--- src/rtl/shift_pkg.sv ---
// Shared types and constants for the shift arbiter and its normalizer.
package shift_pkg;
    localparam int SHIFT_W   = 32;
    localparam int REQ_TAG_W = 4;
    localparam int REQ_AMT_W = 8;

    typedef enum logic [1:0] {
        SH_LSL = 2'b00,
        SH_LSR = 2'b01,
        SH_ASR = 2'b10,
        SH_ROR = 2'b11
    } shift_op_t;

    typedef struct packed {
        logic [SHIFT_W-1:0]   data;
        shift_op_t            op;
        logic [REQ_AMT_W-1:0] amt;
        logic                 imm;
        logic                 cin;
        logic [REQ_TAG_W-1:0] tag;
    } shift_req_t;
endpackage

--- src/rtl/shift_norm.sv ---
// Combinational ARM shift normalization: picks the shifter amount, or a bypass
// value when the result is fixed by the encoding, plus the carry source.
module shift_norm
    import shift_pkg::*;
#(
    parameter int AMT_W = 8
) (
    input  logic [SHIFT_W-1:0] i_data,
    input  shift_op_t          i_op,
    input  logic [AMT_W-1:0]   i_amt,
    input  logic               i_imm,
    input  logic               i_cin,
    output logic [SHIFT_W-1:0] o_sh_amt,
    output logic               o_bypass,
    output logic [SHIFT_W-1:0] o_byp_val,
    output logic               o_carry_val,
    output logic               o_carry_res31
);
    localparam logic [AMT_W:0] AMT_32 = (AMT_W+1)'(32);

    logic           w_zero;
    logic [AMT_W:0] w_eff;
    logic [4:0]     w_lo;
    logic [4:0]     w_idx_l;
    logic [4:0]     w_idx_r;

    assign w_zero  = (i_amt == {AMT_W{1'b0}});
    // Immediate LSR/ASR #0 encode a shift by 32; other #0 forms are caught below.
    assign w_eff   = w_zero ? AMT_32 : {1'b0, i_amt};
    assign w_lo    = w_eff[4:0];
    assign w_idx_l = 5'd0 - w_lo;
    assign w_idx_r = w_lo - 5'd1;

    // Select shifter amount or override value and the carry source.
    always_comb begin
        o_sh_amt      = {SHIFT_W{1'b0}};
        o_bypass      = 1'b1;
        o_byp_val     = i_data;
        o_carry_val   = i_cin;
        o_carry_res31 = 1'b0;
        if (w_zero && (!i_imm || i_op == SH_LSL)) begin
            o_carry_val = i_cin;
        end else if (w_zero && i_op == SH_ROR) begin
            o_byp_val   = {i_cin, i_data[SHIFT_W-1:1]};
            o_carry_val = i_data[0];
        end else begin
            case (i_op)
                SH_LSL: begin
                    if (w_eff < AMT_32) begin
                        o_bypass    = 1'b0;
                        o_sh_amt    = {{(SHIFT_W-5){1'b0}}, w_lo};
                        o_carry_val = i_data[w_idx_l];
                    end else begin
                        o_byp_val   = {SHIFT_W{1'b0}};
                        o_carry_val = (w_eff == AMT_32) & i_data[0];
                    end
                end
                SH_LSR: begin
                    if (w_eff < AMT_32) begin
                        o_bypass    = 1'b0;
                        o_sh_amt    = {{(SHIFT_W-5){1'b0}}, w_lo};
                        o_carry_val = i_data[w_idx_r];
                    end else begin
                        o_byp_val   = {SHIFT_W{1'b0}};
                        o_carry_val = (w_eff == AMT_32) & i_data[SHIFT_W-1];
                    end
                end
                SH_ASR: begin
                    if (w_eff < AMT_32) begin
                        o_bypass    = 1'b0;
                        o_sh_amt    = {{(SHIFT_W-5){1'b0}}, w_lo};
                        o_carry_val = i_data[w_idx_r];
                    end else begin
                        o_byp_val   = {SHIFT_W{i_data[SHIFT_W-1]}};
                        o_carry_val = i_data[SHIFT_W-1];
                    end
                end
                SH_ROR: begin
                    if (w_lo == 5'd0) begin
                        o_carry_val = i_data[SHIFT_W-1];
                    end else begin
                        o_bypass      = 1'b0;
                        o_sh_amt      = {{(SHIFT_W-5){1'b0}}, w_lo};
                        o_carry_res31 = 1'b1;
                    end
                end
                default: begin
                    o_bypass = 1'b1;
                end
            endcase
        end
    end
endmodule

--- src/rtl/shift_arbiter.sv ---
// Two-requester arbiter in front of a shared barrel shifter: accept -> issue -> result.
// Define SHIFT_ARB_FIXED_PRIO_EN to make req0 always win instead of round-robin.
module shift_arbiter
    import shift_pkg::*;
#(
    parameter int TAG_W = 4,
    parameter int AMT_W = 8
) (
    input  logic                     clk,
    input  logic                     rst,
    input  logic [1:0]               rq_valid,
    output logic [1:0]               rq_ready,
    input  logic [1:0][SHIFT_W-1:0]  rq_data,
    input  logic [1:0][1:0]          rq_op,
    input  logic [1:0][AMT_W-1:0]    rq_amt,
    input  logic [1:0]               rq_imm,
    input  logic [1:0]               rq_cin,
    input  logic [1:0][TAG_W-1:0]    rq_tag,
    output logic [SHIFT_W-1:0]       sh_in,
    output logic [1:0]               sh_op,
    output logic [SHIFT_W-1:0]       sh_amt,
    input  logic [SHIFT_W-1:0]       sh_out,
    output logic                     res_valid,
    input  logic                     res_ready,
    output logic [SHIFT_W-1:0]       res_data,
    output logic                     res_carry,
    output logic                     res_src,
    output logic [TAG_W-1:0]         res_tag
);
    logic               r_iss_valid;
    logic [SHIFT_W-1:0] r_iss_data;
    shift_op_t          r_iss_op;
    logic [AMT_W-1:0]   r_iss_amt;
    logic               r_iss_imm;
    logic               r_iss_cin;
    logic [TAG_W-1:0]   r_iss_tag;
    logic               r_iss_src;

    logic               r_res_valid;
    logic [SHIFT_W-1:0] r_res_data;
    logic               r_res_carry;
    logic               r_res_src;
    logic [TAG_W-1:0]   r_res_tag;

    logic               w_adv_res;
    logic               w_iss_adv;
    logic               w_can_acc;
    logic               w_gnt;
    logic               w_accept;
    logic               w_bypass;
    logic [SHIFT_W-1:0] w_byp_val;
    logic               w_carry_val;
    logic               w_carry_res31;
    logic [SHIFT_W-1:0] w_res_data;
    logic               w_res_carry;

    assign w_adv_res = !r_res_valid | res_ready;
    assign w_iss_adv = r_iss_valid & w_adv_res;
    assign w_can_acc = (!r_iss_valid | w_iss_adv) & !rst;
    assign w_accept  = w_can_acc & (|rq_valid);

`ifdef SHIFT_ARB_FIXED_PRIO_EN
    assign w_gnt = !rq_valid[0];
`else
    logic r_ptr;

    assign w_gnt = (rq_valid == 2'b11) ? r_ptr : !rq_valid[0];

    // Round-robin pointer moves past whichever requester actually transferred.
    always_ff @(posedge clk) begin
        if (rst) begin
            r_ptr <= 1'b0;
        end else if (w_accept) begin
            r_ptr <= !w_gnt;
        end
    end
`endif

    assign rq_ready = w_accept ? (w_gnt ? 2'b10 : 2'b01) : 2'b00;

    // Issue register: loads the granted request, empties when it drains.
    always_ff @(posedge clk) begin
        if (rst) begin
            r_iss_valid <= 1'b0;
            r_iss_data  <= {SHIFT_W{1'b0}};
            r_iss_op    <= SH_LSL;
            r_iss_amt   <= {AMT_W{1'b0}};
            r_iss_imm   <= 1'b0;
            r_iss_cin   <= 1'b0;
            r_iss_tag   <= {TAG_W{1'b0}};
            r_iss_src   <= 1'b0;
        end else if (w_accept) begin
            r_iss_valid <= 1'b1;
            r_iss_data  <= rq_data[w_gnt];
            r_iss_op    <= shift_op_t'(rq_op[w_gnt]);
            r_iss_amt   <= rq_amt[w_gnt];
            r_iss_imm   <= rq_imm[w_gnt];
            r_iss_cin   <= rq_cin[w_gnt];
            r_iss_tag   <= rq_tag[w_gnt];
            r_iss_src   <= w_gnt;
        end else if (w_iss_adv) begin
            r_iss_valid <= 1'b0;
        end
    end

    shift_norm #(.AMT_W(AMT_W)) u_norm (
        .i_data        (r_iss_data),
        .i_op          (r_iss_op),
        .i_amt         (r_iss_amt),
        .i_imm         (r_iss_imm),
        .i_cin         (r_iss_cin),
        .o_sh_amt      (sh_amt),
        .o_bypass      (w_bypass),
        .o_byp_val     (w_byp_val),
        .o_carry_val   (w_carry_val),
        .o_carry_res31 (w_carry_res31)
    );

    assign sh_in       = r_iss_data;
    assign sh_op       = r_iss_op;
    assign w_res_data  = w_bypass ? w_byp_val : sh_out;
    assign w_res_carry = w_carry_res31 ? w_res_data[SHIFT_W-1] : w_carry_val;

    // Result register: held while the consumer stalls.
    always_ff @(posedge clk) begin
        if (rst) begin
            r_res_valid <= 1'b0;
            r_res_data  <= {SHIFT_W{1'b0}};
            r_res_carry <= 1'b0;
            r_res_src   <= 1'b0;
            r_res_tag   <= {TAG_W{1'b0}};
        end else if (w_adv_res) begin
            r_res_valid <= r_iss_valid;
            if (r_iss_valid) begin
                r_res_data  <= w_res_data;
                r_res_carry <= w_res_carry;
                r_res_src   <= r_iss_src;
                r_res_tag   <= r_iss_tag;
            end
        end
    end

    assign res_valid = r_res_valid;
    assign res_data  = r_res_data;
    assign res_carry = r_res_carry;
    assign res_src   = r_res_src;
    assign res_tag   = r_res_tag;
endmodule

--- config.mk ---
export PLATFORM = sky130hd
export DESIGN_NAME = shift_arbiter
export DESIGN_NICKNAME = d
export VERILOG_FILES = /design/src/rtl/shift_pkg.sv /design/src/rtl/shift_norm.sv /design/src/rtl/shift_arbiter.sv
export SDC_FILE = /design/constraint.sdc
export NUM_CORES = 1
export LEC_CHECK = 0
export ABC_AREA = 1
export BUFFER_PORTS_ARGS = -buffer_cell sky130_fd_sc_hd__buf_2
export CAP_MARGIN = 20
export CORE_MARGIN = 1.5
export CORE_UTILIZATION = 45
export DETAILED_ROUTE_END_ITERATION = 10
export PLACE_DENSITY = 0.77
export SYNTH_ARGS = -nofsm -noshare
export SYNTH_HDL_FRONTEND = slang
export SYNTH_SLANG_ARGS = --single-unit
--- constraint.sdc ---
create_clock -name clk -period 3.2 [get_ports clk]
set_input_delay 0.8 -clock clk [delete_from_list [all_inputs] [get_ports clk]]
set_output_delay 0.8 -clock clk [all_outputs]
set_load 0.05 [all_outputs]
# Word level (Yosys, flattened, before mapping)
# Cells that the tools add are included.
# word_totals
elab_cells	99
register_bits	90
# op_classes
n_eq_ne	5
add_sub_neg	2
mux	50
n_reduce_logical	17
bitwise	7
order_cmp	4
# ops
op	n
$mux W32	8
$pmux W32 S2	2
$mux W31	1
$mux W1	24
$mux W8	3
$lt A5 B6 Y1 const B	2
$bmux W1 S5	2
$mux W5	2
$eq A9 B6 Y1 const B	1
$lt A9 B6 Y1 const B	1
$logic_not A8 Y1	1
$mux W2	4
$mux W4	2
$eq A2 B2 Y1 const B	3
$logic_not A1 Y1	6
$and A1 B1 Y1	5
$logic_not A5 Y1	1
$sub A1 B5 Y5 const A	1
$sub A5 B1 Y5 const B	1
$pmux W1 S4	1
$reduce_or A2 Y1	2
$reduce_or A3 Y1	1
$eq A2 B1 Y1 const B	1
$logic_and A1 B1 Y1	2
other kinds (7)	8

# Logic depth before layout (Yosys ltp)
# Gate-level depths: netlist of run 1.
# depth
depth_word	10
ltp_mapped	23
depth_no_buf	20

# Modules after synthesis
# Synthesis of run 1 repeated with hierarchy kept, for this count alone.
# unflattened
cells_unflattened	1104
hier_area_um2	6381.1
# modules_own_cells
module	area_per_inst_um2	seq_area_each_um2	cells_each	n_inst
shift_arbiter	4580.6	1801.7	757	1
shift_norm	1800.5	0.0	347	1

# Least setup slack after synthesis of run 1
# OpenSTA, ideal clock, no wires.
# synth_timing
path_kind	register to output
startpoint	register r_iss_amt[0]
endpoint	output sh_amt[2]
path_buffers	2
t_required_ns	2.400
t_arrival_ns	2.234
setup_slack_ns	0.166
stages_incl_launch_ff	12
cell_sequence	dfxtp_1 clkbuf_1 buf_2 inv_1 ha_1 nand2_2 inv_4 nand2_4 nand2_4 inv_4 nor2_4 nor2_1
# synth_via
elab_chain_cells	7
# synth_rtl
element	line	text
start: declaration	shift_arbiter.sv:33	logic [AMT_W-1:0] r_iss_amt;
start signal: assignment	shift_arbiter.sv:87	r_iss_amt <= {AMT_W{1'b0}};
start signal: assignment	shift_arbiter.sv:96	r_iss_amt <= rq_amt[w_gnt];
$logic_not A8 Y1	shift_norm.sv:27	assign w_zero = (i_amt == {AMT_W{1'b0}});
$mux W8	shift_norm.sv:29	assign w_eff = w_zero ? AMT_32 : {1'b0, i_amt};
$lt A9 B6 Y1 / $logic_not A5 Y1 (equally long branches)	--	
$mux W5 (on tied branches)	--	
$pmux W32 S2	shift_norm.sv:47	case (i_op)
$mux W32	shift_norm.sv:43	end else if (w_zero && i_op == SH_ROR) begin
$mux W32 *	shift_norm.sv:41	if (w_zero && (!i_imm || i_op == SH_LSL)) begin
end: declaration	shift_arbiter.sv:21	output logic [SHIFT_W-1:0] sh_amt,
# Mark *: on every way between the ends. The rest lies on a longest branch, timed or not. The select of a mux whose other input is x is not followed.

# Final worst setup path of run 1
# layout_timing
startpoint	register r_iss_amt[1]
endpoint	output sh_amt[0]
# The elaborated chain is that of the path after synthesis.

==> impl_metrics.env, run 1 <==
export IMPL_outcome="completed"
export IMPL_fillCellCount=1202
export IMPL_grt_start_max_net_pins=82
export IMPL_cts_post_setup_buffers_inserted=0
export IMPL_die_height_um=113
export IMPL_worstSkewPairLatency_ns=0.34
export IMPL_antenna_found_initial=0
export IMPL_final_min_clock_period_ns=2.96
export IMPL_setup_violations=0
export IMPL_hpwlAfterDp_um=12200
export IMPL_maxSlewHeadroom=0.422
export IMPL_antenna_left=0
export IMPL_final_min_period_over_clock_period=0.925
export IMPL_synth_cell_type_count=41
export IMPL_switching_power_mw=1.46
export IMPL_worst_endpoint_arrival_ns=2.16
export IMPL_drt_met1_wl_um=7520
export IMPL_tritoncts="yes"
export IMPL_finalNetCount=1140
export IMPL_synthToLayoutAreaGrowth_pct=22.9
export IMPL_grt_overflow_total=0
export IMPL_worst_path_clk_slew_ns=0.07
export IMPL_mostFrequentLayoutCell="sky130_fd_sc_hd__nand2_1"
export IMPL_cts_hold_buf=0
export IMPL_worstPathMaxFanout=9
export IMPL_cp_buffers_inverters=6
export IMPL_met2RoutedLength_um=7950
export IMPL_p_leak_nw=3.01
export IMPL_p_int_mw=2.17
export IMPL_routed_via_count=6234
export IMPL_post_synth_inst_count=830
export IMPL_fmax_mhz=338
export IMPL_holdCritPathClass="reg -> reg"
export IMPL_tns_ns=0
export IMPL_antennaDiodeCount=0
export IMPL_slowest_cell_delay_on_critical_path_ns=0.34
export IMPL_cp_start_kind="register"
export IMPL_vdd_drop_max_v=0.000304
export IMPL_power_clock_fraction=0.299
export IMPL_postCtsResizedCells=0
export IMPL_synthArstFlopShare=0
export IMPL_route_detailed_wl_per_inst_um=14.9
export IMPL_sw_frac_of_total=0.402
export IMPL_finalClockSkew_ns=0.0102
export IMPL_critPathRequiredTime_ns=2.40
export IMPL_count_of_flip_flops_with_a_built_in_enable_after_synthesis=0
export IMPL_synth_yosys_warnings=0
export IMPL_pin_count=240
export IMPL_core_region_area_mm2=0.0120
export IMPL_critical_path_slowest_cell="sky130_fd_sc_hd__dfxtp_1"
export IMPL_clockRootBuffer="sky130_fd_sc_hd__clkbuf_16"
export IMPL_highest_count_cells_in_the_layout_ignoring_fill_and_taps="273 x sky130_fd_sc_hd__nand2_1, 212 x sky130_fd_sc_hd__buf_2, 90 x sky130_fd_sc_hd__dfxtp_1, 72 x sky130_fd_sc_hd__a21oi_1, 63 x sky130_fd_sc_hd__nand3_1"
export IMPL_worst_slew_pin_slew_ns=0.867
export IMPL_fin_hold_ws_ns=0.462
export IMPL_buffer_ports_inserted=212
export IMPL_grt_pass1_vias=5671
export IMPL_reg2reg_slack_ns=0.55
export IMPL_fp_row_count=40
export IMPL_tritoncts_num_buffers=9
export IMPL_worst_setup_path_type="reg -> out"
export IMPL_start_util=0.458
export IMPL_tritoncts_num_sinks=90
export IMPL_detail_route_first_pass_iterations=5
export IMPL_floorplan_die_area_mm2=0.0128
export IMPL_synthFlopType="sky130_fd_sc_hd__dfxtp_1"
export IMPL_synthesis_area_mm2=0.00548
export IMPL_post_drt_via_cell_ratio=5.39
export IMPL_unrepaired_setup_endpoints_after_global_routing="no"
export IMPL_top_signal_layer_used="met4"
export IMPL_global_route_wire_length_before_repair_um=28300
export IMPL_detailed_route_drc_error_count=0
export IMPL_drtIter0Drc=522
export IMPL_finalHoldViolations=0
export IMPL_timing_critical_path_cells="inv_1 -> ha_1 -> nand2_2 -> inv_4 -> nand2_4 -> nand2_4 -> inv_4 -> nor2_4 -> inv_1 -> nand3_1 -> inv_1 -> buf_2"
export IMPL_multiInputGateArea_mm2=0.00306
export IMPL_cts_htree_levels=3
export IMPL_drv_max_cap_violation_count=0
export IMPL_powerDensity_mw_per_mm2=539
export IMPL_clock_path_buffers=2
export IMPL_path_delay_family="buffers and inverters"
export IMPL_syn_avg_cell_area_um2=6.60
export IMPL_synth_seq_area_share=0.329
export IMPL_critPathMostFrequentCell="sky130_fd_sc_hd__inv_1"
export IMPL_drive_gt1_frac=0.268
export IMPL_post_synthesis_register_bit_count=90
export IMPL_total_wire_length_after_detailed_routing_um=17300
export IMPL_wl_met3_um=1370
export IMPL_p_comb_frac=0.347
export IMPL_pwr_share_seq=0.354
export IMPL_report_final_slew_viol_count=0
export IMPL_globalRouteTotalUtil=0.272
export IMPL_end_kind="output port"
export IMPL_die_x_um=113
export IMPL_globalplace_congestion=0.949
export IMPL_final_seq_area_mm2=0.00180
## metrics by stage
| stage | total power [mW] | cells | worst slack [ns] | cell area, um^2 | utilization |
|---|---|---|---|---|---|
| finish | 3.62 | 1156 | 0.239 | 6730 | 0.563 |
| global route | 3.82 | 1156 | 0.0563 | 6730 | 0.563 |
| CTS | 3.64 | 1156 | 0.245 | 6730 | 0.563 |
| detailed placement | 2.56 | 1141 | 0.469 | 6430 | 0.537 |
| global placement | 2.54 | 1141 | 0.504 | 6430 | 0.537 |
| floorplan | 2.28 | 856 | 0.166 | 5570 | - |
## metal layers
metal / global-route usage / up-vias
met3: 0.0498 / 29
met5: 0 / -
met4: 0.0917 / 0
li1: - / 3102
met1: 0.361 / 2811
met2: 0.445 / 292
## path summary, 6_finish.rpt
| kind | startpoint | end | cells after the start |
|---|---|---|---|
| max | r_iss_amt[1]$_SDFFE_PP0P_ | sh_amt[0] | 12 |
| max reg2reg | r_iss_amt[1]$_SDFFE_PP0P_ | res_data[29]$_SDFFE_PP0P_ | 15 |
| min reg2reg | res_data[8]$_SDFFE_PP0P_ | res_data[8]$_SDFFE_PP0P_ | 2 |
| min | res_data[8]$_SDFFE_PP0P_ | res_data[8]$_SDFFE_PP0P_ | 2 |
## area by class of cell
cell class / instances / area share
clock inverter: 6 / 0.0112
clock buffer: 9 / 0.0335
multi-input combinational: 624 / 0.455
tap: 147 / 0.0273
sequential: 90 / 0.268
inverter: 55 / 0.0314
timing repair buffer: 225 / 0.174
## synthesized netlist by cell type (2+ instances only)
cell,count,area (um^2)
sky130_fd_sc_hd__inv_1,46,173
sky130_fd_sc_hd__o21ai_1,4,20.0
sky130_fd_sc_hd__clkbuf_1,40,150
sky130_fd_sc_hd__buf_6,6,67.6
sky130_fd_sc_hd__o21ai_0,42,210
sky130_fd_sc_hd__nand2_1,273,1020
sky130_fd_sc_hd__ha_1,2,25.0
sky130_fd_sc_hd__nor2_2,2,12.5
sky130_fd_sc_hd__buf_2,9,45.0
sky130_fd_sc_hd__nand3_1,63,315
sky130_fd_sc_hd__buf_4,29,218
sky130_fd_sc_hd__o221ai_1,29,254
sky130_fd_sc_hd__nand2_2,2,12.5
sky130_fd_sc_hd__o211ai_1,6,45.0
sky130_fd_sc_hd__nor2_1,29,109
sky130_fd_sc_hd__nor2_4,3,33.8
sky130_fd_sc_hd__nand3_2,2,20.0
sky130_fd_sc_hd__clkinv_1,3,11.3
sky130_fd_sc_hd__inv_2,4,15.0
sky130_fd_sc_hd__a21oi_2,2,17.5
sky130_fd_sc_hd__a31oi_1,49,307
sky130_fd_sc_hd__inv_4,2,12.5
sky130_fd_sc_hd__a21oi_1,72,360
sky130_fd_sc_hd__dfxtp_1,90,1800
sky130_fd_sc_hd__buf_8,2,30.0
sky130_fd_sc_hd__nand2_4,4,45.0
## worst min-delay path, cell delays in order, from the launching register on
cell                      delay, ns
sky130_fd_sc_hd__dfxtp_1       0.30
sky130_fd_sc_hd__nand2_1       0.06
sky130_fd_sc_hd__a21oi_1       0.05
## state kept, by name, indices dropped and copies added (netlist names)
register	count
r_iss_cin	1
res_carry	1
res_valid	1
sh_op	2
res_src	1
res_data	32
r_iss_src	1
r_iss_valid	1
r_iss_tag	4
sh_in	32
r_ptr	1
res_tag	4
r_iss_imm	1
r_iss_amt	8
## cell families after synthesis
logic type / share of synthesized area
simple gates: 0.293
compound gates: 0.236
buf+inv: 0.133
flops: 0.329
xor+xnor: 0.00457
fa+ha+maj: 0.00457
other cells: 0.000685
## power by group through the flow
stage	clock network, mW	logic, mW	registers [mW]
after floorplan	0	0.782	1.50
after global placement	0	1.24	1.30
after detailed placement	0	1.25	1.31
after CTS	1.10	1.26	1.28
after global routing	1.14	1.38	1.29
final	1.08	1.26	1.28
Power figures use the tool's default switching activity.
==> run 2, diff against run 1 <==
==> constraint.sdc (replaced) <==
create_clock -name clk -period 3.6 [get_ports clk]
set_input_delay 0.9 -clock clk [delete_from_list [all_inputs] [get_ports clk]]
set_output_delay 0.9 -clock clk [all_outputs]
set_load 0.05 [all_outputs]
==> impl_metrics.env, run 2 (synthesis gave the netlist of run 1 again) <==
export IMPL_routed_via_count=6138
export IMPL_core_region_area_mm2=0.0120
export IMPL_buffer_ports_inserted=212
export IMPL_worst_slew_pin_slew_ns=0.880
export IMPL_finalNetCount=1140
export IMPL_cts_htree_levels=3
export IMPL_p_int_mw=1.92
export IMPL_antennaDiodeCount=0
export IMPL_tritoncts_num_buffers=9
export IMPL_numPlacedInstances=1141
export IMPL_tritoncts_num_sinks=90
export IMPL_sw_frac_of_total=0.398
export IMPL_post_drt_via_cell_ratio=5.31
export IMPL_maxSlewHeadroom=0.413
export IMPL_worstPathMaxFanout=9
export IMPL_total_wire_length_after_detailed_routing_um=16700
export IMPL_detailed_route_drc_error_count=0
export IMPL_worstSkewPairLatency_ns=0.34
export IMPL_switching_power_mw=1.27
export IMPL_highest_count_cells_in_the_layout_ignoring_fill_and_taps="273 x sky130_fd_sc_hd__nand2_1, 212 x sky130_fd_sc_hd__buf_2, 90 x sky130_fd_sc_hd__dfxtp_1, 72 x sky130_fd_sc_hd__a21oi_1, 63 x sky130_fd_sc_hd__nand3_1"
export IMPL_critPathRequiredTime_ns=2.70
export IMPL_critPathMostFrequentCell="sky130_fd_sc_hd__inv_1"
export IMPL_fillCellCount=1205
export IMPL_route_detailed_wl_per_inst_um=14.4
export IMPL_finish_cell_count_without_fillers=1157
export IMPL_timing_critical_path_cells="inv_1 -> ha_1 -> nand2_2 -> inv_4 -> nand2_4 -> nand2_4 -> inv_4 -> nor2_4 -> inv_1 -> nand3_1 -> inv_1 -> buf_2"
export IMPL_grt_start_max_net_pins=82
export IMPL_holdCritPathClass="reg -> reg"
export IMPL_fp_row_count=40
export IMPL_final_min_period_over_clock_period=0.835
export IMPL_cts_hold_buf=0
export IMPL_antenna_left=0
export IMPL_powerDensity_mw_per_mm2=475
export IMPL_die_x_um=113
export IMPL_p_leak_nw=3.01
export IMPL_hpwlAfterDp_um=12000
export IMPL_synthToLayoutAreaGrowth_pct=22.7
export IMPL_unrepaired_setup_endpoints_after_global_routing="no"
export IMPL_vdd_drop_max_v=0.000290
export IMPL_pwr_share_seq=0.356
export IMPL_grt_overflow_total=0
export IMPL_globalplace_congestion=0.917
export IMPL_tns_ns=0
export IMPL_grt_pass1_vias=5424
export IMPL_drv_max_cap_violation_count=0
export IMPL_mostFrequentLayoutCell="sky130_fd_sc_hd__nand2_1"
export IMPL_path_delay_family="buffers and inverters"
export IMPL_postCtsResizedCells=0
export IMPL_clock_path_buffers=2
export IMPL_cp_buffers_inverters=6
export IMPL_critical_path_slowest_cell="sky130_fd_sc_hd__dfxtp_1"
export IMPL_die_height_um=113
export IMPL_clockRootBuffer="sky130_fd_sc_hd__clkbuf_16"
export IMPL_drive_gt1_frac=0.267
export IMPL_worst_path_clk_slew_ns=0.06
export IMPL_globalRouteTotalUtil=0.257
export IMPL_end_kind="output port"
export IMPL_report_final_slew_viol_count=0
export IMPL_slowest_cell_delay_on_critical_path_ns=0.33
export IMPL_antenna_found_initial=0
export IMPL_cp_start_kind="register"
export IMPL_cts_post_setup_buffers_inserted=0
export IMPL_pin_count=240
export IMPL_finalHoldViolations=0
export IMPL_worst_endpoint_arrival_ns=2.11
export IMPL_power_clock_fraction=0.298
export IMPL_outcome="completed"
export IMPL_global_route_wire_length_before_repair_um=26900
export IMPL_drtIter0Drc=402
export IMPL_setup_violations=0
export IMPL_tritoncts="yes"
export IMPL_finalClockSkew_ns=0.00974
export IMPL_post_route_worst_setup_slack_ns=0.595
export IMPL_p_comb_frac=0.346
export IMPL_detail_route_first_pass_iterations=5
export IMPL_worst_setup_path_type="reg -> out"
export IMPL_dpl_worst_slack_ns=0.687
export IMPL_start_util=0.458
export IMPL_fmax_mhz=333
export IMPL_final_min_clock_period_ns=3.01
export IMPL_floorplan_die_area_mm2=0.0128
## run 2: cell count changes in the layout (fill, tap and decap cells not counted)
cell	before	now
sky130_fd_sc_hd__inv_8	1	0
sky130_fd_sc_hd__clkbuf_1	0	1
sky130_fd_sc_hd__buf_4	12	13
sky130_fd_sc_hd__clkinv_4	1	2
sky130_fd_sc_hd__buf_12	1	0
## run 2: worst paths after layout
kind                             startpoint                  endpoint  slack (ns)  cells after the start
setup / recovery  r_iss_amt[1]$_SDFFE_PP0P_                 sh_amt[0]        0.59                     12
hold / removal     res_data[6]$_SDFFE_PP0P_  res_data[6]$_SDFFE_PP0P_        0.46                      2
setup reg to reg  r_iss_amt[1]$_SDFFE_PP0P_    res_carry$_SDFFE_PP0P_        0.86                     16
hold reg to reg    res_data[6]$_SDFFE_PP0P_  res_data[6]$_SDFFE_PP0P_        0.46                      2
## run 2: metal layers
metal,GRT usage,wire length [um],vias to the layer above
li1,-,-,3111
met1,0.341,7500,2769
met2,0.423,7730,231
met3,0.0498,1110,27
met4,0.0850,373,0
met5,0,0,-
## run 2: cell type report
| type | instances | area [um^2] | area share |
|---|---|---|---|
| repair buffers | 225 | 1160 | 0.172 |
| flip-flops and latches | 90 | 1800 | 0.268 |
| clock inverters | 6 | 72.6 | 0.0108 |
| well taps | 147 | 184 | 0.0274 |
| multi-input cells | 624 | 3060 | 0.456 |
| clock buffers | 10 | 229 | 0.0341 |
| inverters | 55 | 211 | 0.0315 |
## run 2: worst register-to-register path: cells and delay by family, from the launching register on
family                     cells  cell delay, ns
AOI/OAI and AO/OA              3            0.47
adders and majority gates      1            0.57
buffers and inverters          2            0.61
and+or+nand+nor               10            0.64
DFF                            1            0.37
## run 2: power groups by stage
stage	clock network [mW]	logic (mW)	registers [mW]
3_5_place_dp	0	1.10	1.16
5_1_grt	1.01	1.21	1.14
2_1_floorplan	0	0.695	1.34
6_report	0.950	1.10	1.14
4_1_cts	0.971	1.10	1.14
3_3_place_gp	0	1.09	1.16
## run 2: through the flow
step	total power [mW]	util	cell area, um^2	hold WS [ns]
after floorplan	2.03	-	5570	0.442
after global placement	2.25	0.536	6420	0.450
after detailed placement	2.26	0.536	6420	0.452
after CTS	3.21	0.562	6720	0.462
after global routing	3.36	0.562	6720	0.478
final	3.19	0.562	6720	0.461
==> run 3, diff against run 2 <==
--- a/config.mk
+++ b/config.mk
@@ -5,11 +5,11 @@
 export SDC_FILE = /design/constraint.sdc
 export NUM_CORES = 1
 export LEC_CHECK = 0
-export ABC_AREA = 1
+export ABC_AREA = 0
 export BUFFER_PORTS_ARGS = -buffer_cell sky130_fd_sc_hd__buf_2
 export CAP_MARGIN = 20
 export CORE_MARGIN = 1.5
-export CORE_UTILIZATION = 45
+export CORE_UTILIZATION = 43
 export DETAILED_ROUTE_END_ITERATION = 10
 export PLACE_DENSITY = 0.77
 export SYNTH_ARGS = -nofsm -noshare
==> constraint.sdc (replaced) <==
create_clock -name clk -period 2.6 [get_ports clk]
set_input_delay 0.65 -clock clk [delete_from_list [all_inputs] [get_ports clk]]
set_output_delay 0.65 -clock clk [all_outputs]
set_load 0.05 [all_outputs]
==> impl_metrics.env, run 3 <==
export IMPL_cp_start_kind="register"
export IMPL_fp_row_count=40
export IMPL_synthesis_area_mm2=0.00537
export IMPL_rr_endpoint="res_carry$_SDFFE_PP0P_"
export IMPL_core_region_area_mm2=0.0121
export IMPL_critPathCapture="res_carry$_SDFFE_PP0P_"
export IMPL_drive_gt1_frac=0.379
export IMPL_synthArstFlopShare=0
export IMPL_holdCritPathClass="reg -> reg"
export IMPL_setup_violations=0
export IMPL_synth_cell_type_count=60
export IMPL_routed_via_count=5891
export IMPL_worstSkewPairLatency_ns=0.35
export IMPL_reg2reg_slack_ns=0.14
export IMPL_grt_overflow_total=0
export IMPL_clockRootBuffer="sky130_fd_sc_hd__clkbuf_16"
export IMPL_worst_path_clk_slew_ns=0.06
export IMPL_vdd_drop_max_v=0.000479
export IMPL_grt_use_met3=0.0675
export IMPL_maxSlewHeadroom=0.313
export IMPL_count_of_flip_flops_with_a_built_in_enable_after_synthesis=0
export IMPL_tritoncts_num_buffers=9
export IMPL_yosys_top_cells_area="sky130_fd_sc_hd__dfxtp_1 34%, sky130_fd_sc_hd__a222oi_1 8.9%, sky130_fd_sc_hd__nor2_1 7.6%, sky130_fd_sc_hd__a21oi_1 5.2%, sky130_fd_sc_hd__mux4_2 4.6%"
export IMPL_unrepaired_setup_endpoints_after_global_routing="no"
export IMPL_report_final_slew_viol_count=0
export IMPL_die_height_um=115
export IMPL_finalNetCount=989
export IMPL_most_used_layer_global_route="met2"
export IMPL_antennaDiodeCount=0
export IMPL_global_route_wire_length_before_repair_um=27500
export IMPL_worstSetupPathDepth=11
export IMPL_hold_start="res_tag[1]$_SDFFE_PP0P_"
export IMPL_detail_route_first_pass_iterations=7
export IMPL_synth_yosys_warnings=0
export IMPL_fmax_mhz=406
export IMPL_pin_count=240
export IMPL_tritoncts_num_sinks=90
export IMPL_worstPathMaxFanout=11
export IMPL_area_share_of_the_leading_cell_type_in_the_synthesized_netlist=0.335
export IMPL_highest_count_cells_in_the_layout_ignoring_fill_and_taps="211 x sky130_fd_sc_hd__buf_2, 109 x sky130_fd_sc_hd__nor2_1, 90 x sky130_fd_sc_hd__dfxtp_1, 63 x sky130_fd_sc_hd__nand2_1, 54 x sky130_fd_sc_hd__a21oi_1"
export IMPL_grt_start_max_net_pins=90
export IMPL_end_kind="register"
export IMPL_final_min_period_over_clock_period=0.946
export IMPL_timing_critical_path_cells="inv_2 -> ha_4 -> nor4b_4 -> a21oi_4 -> buf_12 -> buf_4 -> mux4_2 -> mux2i_1 -> nor3_1 -> nor3_1 -> a211oi_1"
export IMPL_tns_ns=0
export IMPL_grt_util_met2=0.435
export IMPL_worst_slew_pin_slew_ns=1.03
export IMPL_grt_pass1_vias=5316
export IMPL_critical_path_slowest_cell="sky130_fd_sc_hd__mux4_2"
export IMPL_finalHoldViolations=0
export IMPL_critPathRequiredTime_ns=2.83
export IMPL_hpwlAfterDp_um=12500
export IMPL_syn_avg_cell_area_um2=8.18
export IMPL_cp_buffers_inverters=3
export IMPL_post_synth_inst_count=657
export IMPL_globalplace_congestion=0.960
export IMPL_yosys_area_top_type="sky130_fd_sc_hd__dfxtp_1"
export IMPL_post_synthesis_register_bit_count=90
export IMPL_powerDensity_mw_per_mm2=656
export IMPL_synthToLayoutAreaGrowth_pct=30.6
export IMPL_startpoint="r_iss_amt[0]$_SDFFE_PP0P_"
export IMPL_path_delay_family="simple AND/OR/NAND/NOR gates"
export IMPL_post_synth_top_count_cell="sky130_fd_sc_hd__nor2_1"
export IMPL_worst_setup_path_type="reg -> reg"
export IMPL_finalClockSkew_ns=0.00638
export IMPL_die_x_um=115
export IMPL_finalPower_mw=4.61
export IMPL_detailed_route_drc_error_count=0
export IMPL_post_drt_via_cell_ratio=5.74
export IMPL_antenna_found_initial=0
export IMPL_buffer_ports_inserted=212
export IMPL_outcome="completed"
export IMPL_mostFrequentLayoutCell="sky130_fd_sc_hd__buf_2"
export IMPL_final_min_clock_period_ns=2.46
export IMPL_ff2ff_path_depth=11
export IMPL_drv_max_cap_violation_count=0
export IMPL_critPathMostFrequentCell="sky130_fd_sc_hd__nor3_1"
export IMPL_globalRouteTotalUtil=0.271
export IMPL_cts_hold_buf=0
export IMPL_slowest_cell_delay_on_critical_path_ns=0.40
export IMPL_floorplan_die_area_mm2=0.0132
export IMPL_groute_layer_met1_usage=0.357
export IMPL_start_util=0.444
export IMPL_synthFlopType="sky130_fd_sc_hd__dfxtp_1"
export IMPL_synth_seq_area_share=0.335
export IMPL_antenna_left=0
export IMPL_worstReg2RegStart="r_iss_amt[0]$_SDFFE_PP0P_"
export IMPL_synth_common_cells="109 x sky130_fd_sc_hd__nor2_1, 90 x sky130_fd_sc_hd__dfxtp_1, 63 x sky130_fd_sc_hd__nand2_1"
export IMPL_fin_hold_ws_ns=0.449
export IMPL_cts_htree_levels=3
export IMPL_p_leak_nw=3.01
export IMPL_tritoncts="yes"
export IMPL_route_detailed_wl_per_inst_um=17.6
export IMPL_drtIter0Drc=697
export IMPL_clock_path_buffers=2
export IMPL_worst_endpoint_arrival_ns=2.69
export IMPL_total_wire_length_after_detailed_routing_um=18100
-- run 3: cell count changes after synthesis, sizes merged, moves of 38 or more --
| cell | delta |
|---|---|
| nand2 | -215 |
| nor2 | +76 |
| nand3 | -59 |
| a222oi | +48 |
| a31oi | -47 |
| inv | -38 |
| o21ai | -38 |
-- run 3: kinds of logic after synthesis --
family,count (synthesis),share of synthesized area
xor+xnor,6,0.00978
simple gates,212,0.172
flops,90,0.335
buf+inv,107,0.104
mux,17,0.0577
compound gates,222,0.316
other cells,1,0.000698
fa+ha+maj,2,0.00466
-- run 3: what timing repair did --
action,4_1_cts,5_1_grt
gates cloned,0,0
endpoints found under the setup margin,2,5
setup buffers,0,9
hold endpoints to repair,0,0
gates resized for setup,1,9
pin swaps,0,2
-- run 3: layer usage --
metal	wire length, um	vias up
li1	-	2798
met2	8440	290
met1	7880	2783
met4	285	0
met3	1490	20
met5	0	-
-- run 3: layout make-up --
cell class / instances / area, um^2
multi-input cells: 486 / 3180
flip-flops and latches: 90 / 1800
inverters: 14 / 52.6
fillers: 1177 / 5090
well taps: 168 / 210
clock buffers: 13 / 280
clock inverters: 2 / 10.0
repair buffers: 253 / 1480
-- run 3: worst min path at each step --
stage,end,slack [ns],depth (start not counted)
finish,res_tag[1]$_SDFFE_PP0P_,0.45,2
global route,res_tag[3]$_SDFFE_PP0P_,0.47,2
CTS,res_tag[0]$_SDFFE_PP0P_,0.45,2
detailed placement,res_tag[0]$_SDFFE_PP0P_,0.44,2
global placement,res_data[21]$_SDFFE_PP0P_,0.44,2
floorplan,res_tag[0]$_SDFFE_PP0P_,0.43,2
-- run 3: worst min-delay path, cell delays in order, from the launching register on --
cell and delay [ns]:
sky130_fd_sc_hd__dfxtp_1 0.30, sky130_fd_sc_hd__nand2_1 0.05, sky130_fd_sc_hd__a21oi_1 0.05
-- run 3: power by group --
group | total [mW] | internal, mW | switching, mW
clock network | 1.27 | 0.743 | 0.530
registers | 1.62 | 1.49 | 0.133
logic | 1.71 | 0.606 | 1.11
-- run 3: per-stage QoR --
stage | util | worst slack (ns) | cell area [um^2] | cells
3_5_place_dp | 0.544 | 0.102 | 6590 | 1001
6_report | 0.580 | 0.140 | 7020 | 1026
3_3_place_gp | 0.544 | 0.155 | 6590 | 1001
4_1_cts | 0.569 | 0.0142 | 6890 | 1016
2_1_floorplan | - | 0.0384 | 5480 | 683
5_1_grt | 0.580 | 0.0232 | 7020 | 1026
